File: config.mk
export PLATFORM = sky130hd
export DESIGN_NAME = wb_sim_ctrl
export DESIGN_NICKNAME = d
export VERILOG_FILES = /design/src/rtl/wb_sim_ctrl_pkg.sv /design/src/rtl/wb_sim_ctrl_regs.sv /design/src/rtl/wb_sim_ctrl.sv
export SDC_FILE = /design/constraint.sdc
export NUM_CORES = 1
export LEC_CHECK = 0
export ABC_CLOCK_PERIOD_IN_PS = 6600
export CORE_MARGIN = 5
export CORE_UTILIZATION = 56
export DETAILED_ROUTE_END_ITERATION = 6
export PLACE_DENSITY = 0.85
export SLEW_MARGIN = 10
export SYNTH_ARGS = -nofsm -noshare
export SYNTH_HDL_FRONTEND = slang
export SYNTH_SLANG_ARGS = --single-unit
export TNS_END_PERCENT = 20
File: constraint.sdc
create_clock -name clk -period 6.6 [get_ports clk]
set_input_delay 1.32 -clock clk [delete_from_list [all_inputs] [get_ports clk]]
set_output_delay 1.32 -clock clk [all_outputs]
set_load 0.01 [all_outputs]
File: src/rtl/wb_sim_ctrl_pkg.sv
// Shared definitions for the simulation run-control block.
//   - state_t: run-control FSM states (HOLD -> RUN -> DONE | TIMEOUT)
//   - REG_*  : word offsets in the 16-byte register window (adr[3:2])
//   - STAT_* : bit positions inside the STATUS word
package wb_sim_ctrl_pkg;

  typedef enum logic [1:0] {
    ST_HOLD    = 2'd0,
    ST_RUN     = 2'd1,
    ST_DONE    = 2'd2,
    ST_TIMEOUT = 2'd3
  } state_t;

  localparam logic [1:0] REG_TOHOST  = 2'd0;
  localparam logic [1:0] REG_STATUS  = 2'd1;
  localparam logic [1:0] REG_CYCLE   = 2'd2;
  localparam logic [1:0] REG_SCRATCH = 2'd3;

  localparam int STAT_DONE    = 0;
  localparam int STAT_PASS    = 1;
  localparam int STAT_TIMEOUT = 2;

  function automatic logic [31:0] status_word(input logic timeout, input logic pass,
                                              input logic done);
    logic [31:0] w;
    w               = '0;
    w[STAT_DONE]    = done;
    w[STAT_PASS]    = pass;
    w[STAT_TIMEOUT] = timeout;
    return w;
  endfunction

endpackage

File: src/rtl/wb_sim_ctrl_regs.sv
// Wishbone slave front end for wb_sim_ctrl.
//   clk, rst          : clock, asynchronous active-high reset
//   wb_*              : pipelined Wishbone slave (never stalls, one-cycle ack)
//   tohost_rd         : current TOHOST read value {exit_code, done}
//   status_rd         : current STATUS word
//   cycle_rd          : current cycle counter, low 32 bits
//   tohost_wr         : full-word TOHOST write with bit0 set (state check is done by the top)
//   tohost_code       : exit code carried by that write (dat_i[31:1])
// Holds the SCRATCH register with byte-lane writes.
module wb_sim_ctrl_regs
  import wb_sim_ctrl_pkg::*;
#(
  parameter int ADDR_WIDTH = 4
) (
  input  logic                  clk,
  input  logic                  rst,
  input  logic                  wb_cyc,
  input  logic                  wb_stb,
  input  logic                  wb_we,
  input  logic [ADDR_WIDTH-1:0] wb_adr,
  input  logic [3:0]            wb_sel,
  input  logic [31:0]           wb_dat_i,
  output logic [31:0]           wb_dat_o,
  output logic                  wb_ack,
  output logic                  wb_stall,
  input  logic [31:0]           tohost_rd,
  input  logic [31:0]           status_rd,
  input  logic [31:0]           cycle_rd,
  output logic                  tohost_wr,
  output logic [30:0]           tohost_code
);

  logic        req_p0;
  logic [1:0]  reg_p0;
  logic [31:0] rd_mux_p0;
  logic [31:0] scratch;
  logic        unused_adr;

  // Request stage: decode the word select; address bits outside adr[3:2] are don't-care.
  assign req_p0     = wb_cyc & wb_stb;
  assign reg_p0     = wb_adr[3:2];
  assign unused_adr = ^wb_adr;
  assign wb_stall   = 1'b0;

  assign tohost_wr   = req_p0 & wb_we & (reg_p0 == REG_TOHOST) & (wb_sel == 4'hF) & wb_dat_i[0];
  assign tohost_code = wb_dat_i[31:1];

  always_comb begin
    rd_mux_p0 = '0;
    case (reg_p0)
      REG_TOHOST:  rd_mux_p0 = tohost_rd;
      REG_STATUS:  rd_mux_p0 = status_rd;
      REG_CYCLE:   rd_mux_p0 = cycle_rd;
      REG_SCRATCH: rd_mux_p0 = scratch;
      default:     rd_mux_p0 = '0;
    endcase
  end

  // Response stage: ack one cycle after the request; read data only travels with a read ack.
  always_ff @(posedge clk or posedge rst) begin
    if (rst) begin
      wb_ack   <= 1'b0;
      wb_dat_o <= '0;
      scratch  <= '0;
    end else begin
      wb_ack   <= req_p0;
      wb_dat_o <= (req_p0 && !wb_we) ? rd_mux_p0 : 32'h0;
      if (req_p0 && wb_we && (reg_p0 == REG_SCRATCH)) begin
        for (int b = 0; b < 4; b++) begin
          if (wb_sel[b]) scratch[8*b +: 8] <= wb_dat_i[8*b +: 8];
        end
      end
    end
  end

endmodule

File: src/rtl/wb_sim_ctrl.sv
// Run-control and end-of-test block for the ibex_wb SoC.
//   clk, rst    : clock, asynchronous active-high reset
//   wb_*        : Wishbone slave (TOHOST / STATUS / CYCLE / SCRATCH)
//   core_rst_n  : active-low reset to core and peripherals, released RESET_CYCLES after rst
//   done, pass  : software wrote TOHOST; pass when exit code is zero
//   timeout     : watchdog expired after TIMEOUT_CYCLES run cycles (0 disables it)
//   exit_code   : tohost[31:1]
//   led         : pass, or a slow blink from the cycle counter while running
module wb_sim_ctrl
  import wb_sim_ctrl_pkg::*;
#(
  parameter int RESET_CYCLES   = 3,
  parameter int TIMEOUT_CYCLES = 350,
  parameter int CNT_WIDTH      = 32,
  parameter int ADDR_WIDTH     = 4
) (
  input  logic                  clk,
  input  logic                  rst,
  input  logic                  wb_cyc,
  input  logic                  wb_stb,
  input  logic                  wb_we,
  input  logic [ADDR_WIDTH-1:0] wb_adr,
  input  logic [3:0]            wb_sel,
  input  logic [31:0]           wb_dat_i,
  output logic [31:0]           wb_dat_o,
  output logic                  wb_ack,
  output logic                  wb_stall,
  output logic                  core_rst_n,
  output logic                  done,
  output logic                  pass,
  output logic                  timeout,
  output logic [30:0]           exit_code,
  output logic                  led
);

  localparam int HOLD_W    = (RESET_CYCLES > 1) ? $clog2(RESET_CYCLES) : 1;
  localparam int BLINK_BIT = (CNT_WIDTH > 20) ? 20 : CNT_WIDTH - 1;
  localparam logic [HOLD_W-1:0]    HOLD_LAST = HOLD_W'(RESET_CYCLES - 1);
  localparam logic [CNT_WIDTH-1:0] WD_MATCH  =
    (TIMEOUT_CYCLES == 0) ? '0 : CNT_WIDTH'(TIMEOUT_CYCLES - 1);

  state_t                state, state_nxt;
  logic [HOLD_W-1:0]     hold_cnt;
  logic [CNT_WIDTH-1:0]  cycle;
  logic                  pass_q;
  logic [30:0]           exit_q;
  logic                  core_rst_q;
  logic                  tohost_wr;
  logic [30:0]           tohost_code;
  logic                  tohost_go;
  logic                  wd_hit;
  logic                  hold_done;

  function automatic logic [CNT_WIDTH-1:0] sat_inc(input logic [CNT_WIDTH-1:0] v);
    return (&v) ? v : v + 1'b1;
  endfunction

  assign hold_done = (hold_cnt == HOLD_LAST);
  assign tohost_go = tohost_wr & (state == ST_RUN);
  assign wd_hit    = (TIMEOUT_CYCLES != 0) && (cycle == WD_MATCH);

  always_comb begin
    state_nxt = state;
    case (state)
      ST_HOLD: if (hold_done) state_nxt = ST_RUN;
      // A valid TOHOST write outranks a watchdog match in the same cycle.
      ST_RUN: begin
        if (tohost_go)   state_nxt = ST_DONE;
        else if (wd_hit) state_nxt = ST_TIMEOUT;
      end
      default: state_nxt = state;
    endcase
  end

  always_ff @(posedge clk or posedge rst) begin
    if (rst) state <= ST_HOLD;
    else     state <= state_nxt;
  end

  // Counter / result stage: updated on the same edge as the state transition.
  always_ff @(posedge clk or posedge rst) begin
    if (rst) begin
      hold_cnt   <= '0;
      cycle      <= '0;
      pass_q     <= 1'b0;
      exit_q     <= '0;
      core_rst_q <= 1'b0;
    end else begin
      if (state == ST_HOLD) begin
        hold_cnt <= hold_cnt + 1'b1;
        if (hold_done) core_rst_q <= 1'b1;
      end
      if (state == ST_RUN) begin
        cycle <= sat_inc(cycle);
        if (tohost_go) begin
          exit_q <= tohost_code;
          pass_q <= (tohost_code == '0);
        end
      end
    end
  end

  assign core_rst_n = core_rst_q;
  assign done       = (state == ST_DONE);
  assign timeout    = (state == ST_TIMEOUT);
  assign pass       = pass_q;
  assign exit_code  = exit_q;
  assign led        = pass_q | ((state == ST_RUN) & cycle[BLINK_BIT]);

  wb_sim_ctrl_regs #(
    .ADDR_WIDTH(ADDR_WIDTH)
  ) u_regs (
    .clk        (clk),
    .rst        (rst),
    .wb_cyc     (wb_cyc),
    .wb_stb     (wb_stb),
    .wb_we      (wb_we),
    .wb_adr     (wb_adr),
    .wb_sel     (wb_sel),
    .wb_dat_i   (wb_dat_i),
    .wb_dat_o   (wb_dat_o),
    .wb_ack     (wb_ack),
    .wb_stall   (wb_stall),
    .tohost_rd  ({exit_q, done}),
    .status_rd  (status_word(timeout, pass_q, done)),
    .cycle_rd   (32'(cycle)),
    .tohost_wr  (tohost_wr),
    .tohost_code(tohost_code)
  );

endmodule
======== After elaboration in Yosys (flattened, before gate mapping) ========
Index checks and enable logic that the tools add are counted.
cells by class
  add/sub/neg operators ................... 2
  equality and inequality tests ........... 11
  muxes and demuxes ....................... 6
  bitwise gates (word level) .............. 9
  reductions and logical operators ........ 17
operators with widths
  cell                                                  number
  case mux 32 bit (4 select lines)                      1
  adder 32 x 1 -> 32 bit, second input constant         1
  equality test 32 x 9 -> 1 bit, second input constant  1
  two-way mux 32 bit                                    1
  AND reduction 32 bit                                  1
  logical NOT 31 bit                                    1
  AND reduction 2 bit                                   7
  equality test 2 bit, second input constant            5
  AND 1 bit                                             7
  two-way mux 2 bit                                     3
  equality test 2 x 1 -> 1 bit, second input constant   2
  equality test 4 bit, second input constant            1
  logical NOT 2 bit                                     2
  case mux 2 bit (2 select lines)                       1
  logical AND 1 bit                                     3
  inequality test 3 bit, second input constant          1
  AND reduction 3 bit                                   1
  adder 2 x 1 -> 2 bit, second input constant           1
  inequality test 2 bit, second input constant          1
  nonzero test 2 bit                                    1
  logical NOT 1 bit                                     1
  inverter 1 bit                                        1
  OR 1 bit                                              1
word-level totals
  bits in registers ....................... 134
  input bits .............................. 45
  output and inout port bits .............. 70
  word-level logic and storage cells ...... 57

======== Logic depth before layout (Yosys ltp) ========
  depth after elaboration ................. 8
  depth in mapped cells ................... 8
  mapped depth without buffers ............ 7

======== By module ========
A second synthesis with hierarchy kept.
unflattened totals
  cells, all modules ...................... 478
  area total of the unflattened synthesis .. 6459.9 um^2
modules (own cells, without submodules)
  module            times used  cells an instance  area an instance (um^2)  seq. area each (um^2)
  wb_sim_ctrl_regs  1           221                3365.7                   1626.6
  wb_sim_ctrl       1           257                3094.2                   1726.7

======== Worst setup path after synthesis ========
No wires, ideal clock.
  path type ............................... input-to-reg
  from .................................... in wb_adr[3]
  to ...................................... reg exit_q[10] (netlist: exit_code[10])
  setup time .............................. 0.125 ns
  arrival time ............................ 2.518 ns
  data required time ...................... 6.475 ns
  slack ................................... 3.957 ns
  cell stages on the path ................. 6
  path buffers ............................ 2
  cells stage by stage .................... clkbuf_1 > nor2_1 > nand4_2 > nor2_4 > buf_4 > mux2_2
between the ends
  longest elaborated chain between the ends .. 6
RTL lines
  element                               RTL line                RTL
  start, declared                       wb_sim_ctrl.sv:22       input logic [ADDR_WIDTH-1:0] wb_adr,
  logical NOT 2 bit                     wb_sim_ctrl_regs.sv:45  assign tohost_wr = req_p0 & wb_we & (reg_p0 == REG_TOHOST) & (wb_sel == 4'hF) & wb_dat_i[0];
  AND 1 bit (3 in a row)                wb_sim_ctrl_regs.sv:45
  AND 1 bit                             wb_sim_ctrl.sv:59       assign tohost_go = tohost_wr & (state == ST_RUN);
  AND reduction 2 bit (no source line)  -
  end signal, assigned                  wb_sim_ctrl.sv:96       exit_q <= tohost_code;
  end, declared                         wb_sim_ctrl.sv:46       logic [30:0] exit_q;
Every way passes these cells.
A chain may end at the register's enable or synchronous reset.

======== Final worst setup path ========
  from .................................... reg state[0]
  to ...................................... out led
between the ends
  longest elaborated chain between the ends .. 3
RTL lines
  element                       RTL line            RTL
  start, declared               wb_sim_ctrl.sv:42   state_t state, state_nxt;
  start signal, assigned        wb_sim_ctrl.sv:77   else state <= state_nxt;
  equality test 2 x 1 -> 1 bit  wb_sim_ctrl.sv:108  assign led = pass_q | ((state == ST_RUN) & cycle[BLINK_BIT]);
  AND 1 bit                     wb_sim_ctrl.sv:108
  OR 1 bit                      wb_sim_ctrl.sv:108
  end, declared                 wb_sim_ctrl.sv:33   output logic led
Every way passes these cells.

==> flow_summary.json <==
{
  "reg2reg_from": "state[0]$_DFFE_PP0P_",
  "ioPinCount": 115,
  "pwr-share-clk": 0.511,
  "peakVddDrop_uv": 190,
  "start_util": 0.577,
  "cap_violations": 0,
  "fillers": 641,
  "routed-via-count": 4386,
  "ant_nets": 0,
  "pwr-share-seq": 0.419,
  "critPathLaunchType": "flip-flop",
  "antenna_found_initial": 0,
  "hold_path_class": "reg2reg",
  "drc": 0,
  "synth_cell_types": 45,
  "drive_gt1_frac": 0.232,
  "p_sw_uw": 449,
  "synth-edff-count": 0,
  "stdcell_count": 736,
  "finalPower_uw": 2110,
  "overflow": 0,
  "cp-endpoint": "led",
  "cts_setup_buffers": 0,
  "synth-seq-area-share": 0.558,
  "hold_buffers": 0,
  "synth-seq-cells": 134,
  "dieWidth_um": 114,
  "synth.avg_cell_area_um2": 12.6,
  "die-area_um2": 12900,
  "cpLargestDelayFamily": "buffers and inverters",
  "routed_wl_um": 15200,
  "grt_max_degree": 77,
  "ys.flop_type": "dfrtp_1",
  "finalHoldViolations": 0,
  "grt_usage": 0.248,
  "cts.sinks": 134,
  "setup-violations-final": 0,
  "grt_first_pass_wirelength_um": 25000,
  "drt_first_pass_iters": 5,
  "clk_pin_slew_ns": 0.06,
  "synth-async-reset-ratio": 1.00,
  "pre_cts_ws_ns": 2.80,
  "slew_headroom": 0.295,
  "drt-vias-per-instance": 5.96,
  "crit_buf_inv": 2,
  "fin_crit_ns": 3.41,
  "cp_slowest_stage_delay_ns": 0.56,
  "synth_fp_nets": 524,
  "layout.nets": 635,
  "cts_buffer_depth": 2,
  "cts_resized": 0,
  "yosys_warnings": 0,
  "synth_area_leaders": "dfrtp_1, mux2_2, xnor2_1",
  "htree_levels": 4,
  "cts_tree": "yes",
  "path_cells": "nor2b_1 > buf_4 > a21o_1 > clkdlybuf4s50_1",
  "cts_buffers": 17,
  "crit_arrival_ns": 2.09,
  "grt_pass1_vias": 4765,
  "yosys.area.top_type": "dfrtp_1",
  "num_antenna_cells": 0,
  "slowest_stage": "clkdlybuf4s50_1",
  "synth_cells": 476,
  "dpl.hpwl_um": 9750,
  "synth_top_area_frac": 0.558,
  "dp_cells": 704,
  "setup_slack_ns": 3.19,
  "syn2layout_area_growth_pct": 31.3,
  "crit_path_end_kind": "primary output",
  "avgRoutedWirePerCell_um": 20.6,
  "combPwrFrac": 0.070,
  "port_buffers": 111,
  "drtIter0Drc": 260,
  "coreArea_um2": 10400,
  "rows": 37,
  "fp.dieH_um": 114,
  "whs_ns": 0.463,
  "r2r_setup_slack_ns": 4.16,
  "status": "finished, final reports clean",
  "syn_area_um2": 6010,
  "cp_num_cells": 4,
  "crit_fanout": 16,
  "drv_slew": 0,
  "finalSetupTns_ns": 0,
  "clock_latency_ns": 0.54,
  "switching_share": 0.212,
  "worstMarginPinSlew_ns": 1.06,
  "p_per_area_nw_per_um2": 267,
  "reg2reg_to": "exit_code[8]$_DFFE_PP0P_",
  "p_leak_uw": 0.00352,
  "p_int_uw": 1660,
  "post-route-period-util": 0.517,
  "startpoint": "state[0]$_DFFE_PP0P_",
  "rr_worst_depth": 5,
  "cts.root.buffer_cell": "clkbuf_8",
  "fmax_ghz": 0.293,
  "clock_skew_ns": 0.0108,
  "grt_setup_unrepaired": "false",
  "path_class": "reg2out",
  "place_congestion": 0.846,
  "cp.required_ns": 5.28
}
-- cells in the final DEF, fill, tap and decap left out, drive strengths merged, types with 4 or more instances in the layout --
cell           Yosys  routed
and2               4       4
buf               14       6
bufinv             0       6
nor4              11      11
and4               5       5
xnor2             31      31
mux2              91      91
nand3             11      11
nand2             17      17
clkbuf            11      20
clkdlybuf4s50      0     111
o21ai              4       4
nand4             26      26
nor2              42      42
inv                6       7
a22oi             29      29
dfrtp            134     134
nor3               4       4
and3              10      10
-- metal layers --
layer | global-route usage | vias up | routed length, µm
met4 | 0.0833 | 0 | 328
met3 | 0.0668 | 30 | 1070
li1 | - | 1957 | -
met5 | 0 | - | 0
met2 | 0.431 | 176 | 8000
met1 | 0.298 | 2223 | 5790
-- layout make-up --
| class | count | area [µm²] | area share |
|---|---|---|---|
| clock buffers | 20 | 455 | 0.0577 |
| clock inverters | 12 | 221 | 0.0281 |
| inverters | 6 | 25.0 | 0.00317 |
| multi-input cells | 311 | 2510 | 0.318 |
| flip-flops and latches | 134 | 3350 | 0.425 |
| well taps | 136 | 170 | 0.0216 |
| repair buffers | 117 | 1160 | 0.146 |
-- flip-flops by register name (all words and copies together) (netlist names), 2 cells and up --
signal and count:
cycle 32, hold_cnt 2, exit_code 31, state 2
u_regs.scratch 32, u_regs.wb_dat_o 32
-- per-stage QoR --
stage	cell area [µm²]	utilization
3_3_place_gp	7220	0.693
5_1_grt	7900	0.758
6_report	7900	0.758
2_1_floorplan	6010	-
4_1_cts	7900	0.758
3_5_place_dp	7220	0.693
-- worst min-delay path by stage --
stage                              startpoint                              to  slack [ns]  cells after the start
3_3_place_gp           core_rst_n$_DFFE_PP0P_          core_rst_n$_DFFE_PP0P_        0.44                      1
4_1_cts                core_rst_n$_DFFE_PP0P_          core_rst_n$_DFFE_PP0P_        0.47                      1
2_1_floorplan  u_regs.scratch[10]$_DFFE_PP0P_  u_regs.scratch[10]$_DFFE_PP0P_        0.47                      1
6_report               core_rst_n$_DFFE_PP0P_          core_rst_n$_DFFE_PP0P_        0.46                      1
5_1_grt                core_rst_n$_DFFE_PP0P_          core_rst_n$_DFFE_PP0P_        0.50                      1
3_5_place_dp           core_rst_n$_DFFE_PP0P_          core_rst_n$_DFFE_PP0P_        0.45                      1
-- synthesized netlist by cell type, types with 2 or more instances --
library cell,n
and4_1,2
and2_1,4
ha_1,3
and3_1,9
mux2_1,6
a21oi_1,3
buf_2,3
nor4_1,11
dfrtp_1,134
a22oi_1,29
nand4_2,2
nand4_1,22
nor3_1,3
inv_1,6
nand3_1,11
nor2_1,41
and4_4,2
buf_4,5
nand4_4,2
a21o_1,2
mux4_2,2
mux2_2,85
clkbuf_1,10
nor2b_1,3
buf_1,5
nand2_1,17
nor4b_1,2
mux2i_1,2
o21ai_0,4
xnor2_1,31
-- cell families (layout without fill, tap and decap cells) --
| group | Yosys count | in the layout | synth area share |
|---|---|---|---|
| compound gates | 42 | 42 | 0.0518 |
| xor+xnor | 31 | 31 | 0.0452 |
| fa+ha+maj | 3 | 3 | 0.00624 |
| buf+inv | 31 | 155 | 0.0246 |
| flops | 134 | 134 | 0.558 |
| mux | 95 | 95 | 0.181 |
| other cells | 1 | 1 | 0.000624 |
| simple gates | 139 | 139 | 0.133 |
-- power by group through the flow --
stage	Combinational, µW	Sequential, µW	Clock (µW)
global route	163	887	1120
floorplan	89.0	890	0
finish	149	884	1080
detailed placement	146	895	0
CTS	151	883	1080
global placement	142	891	0
Note: power is estimated with default switching activity, not from simulation.
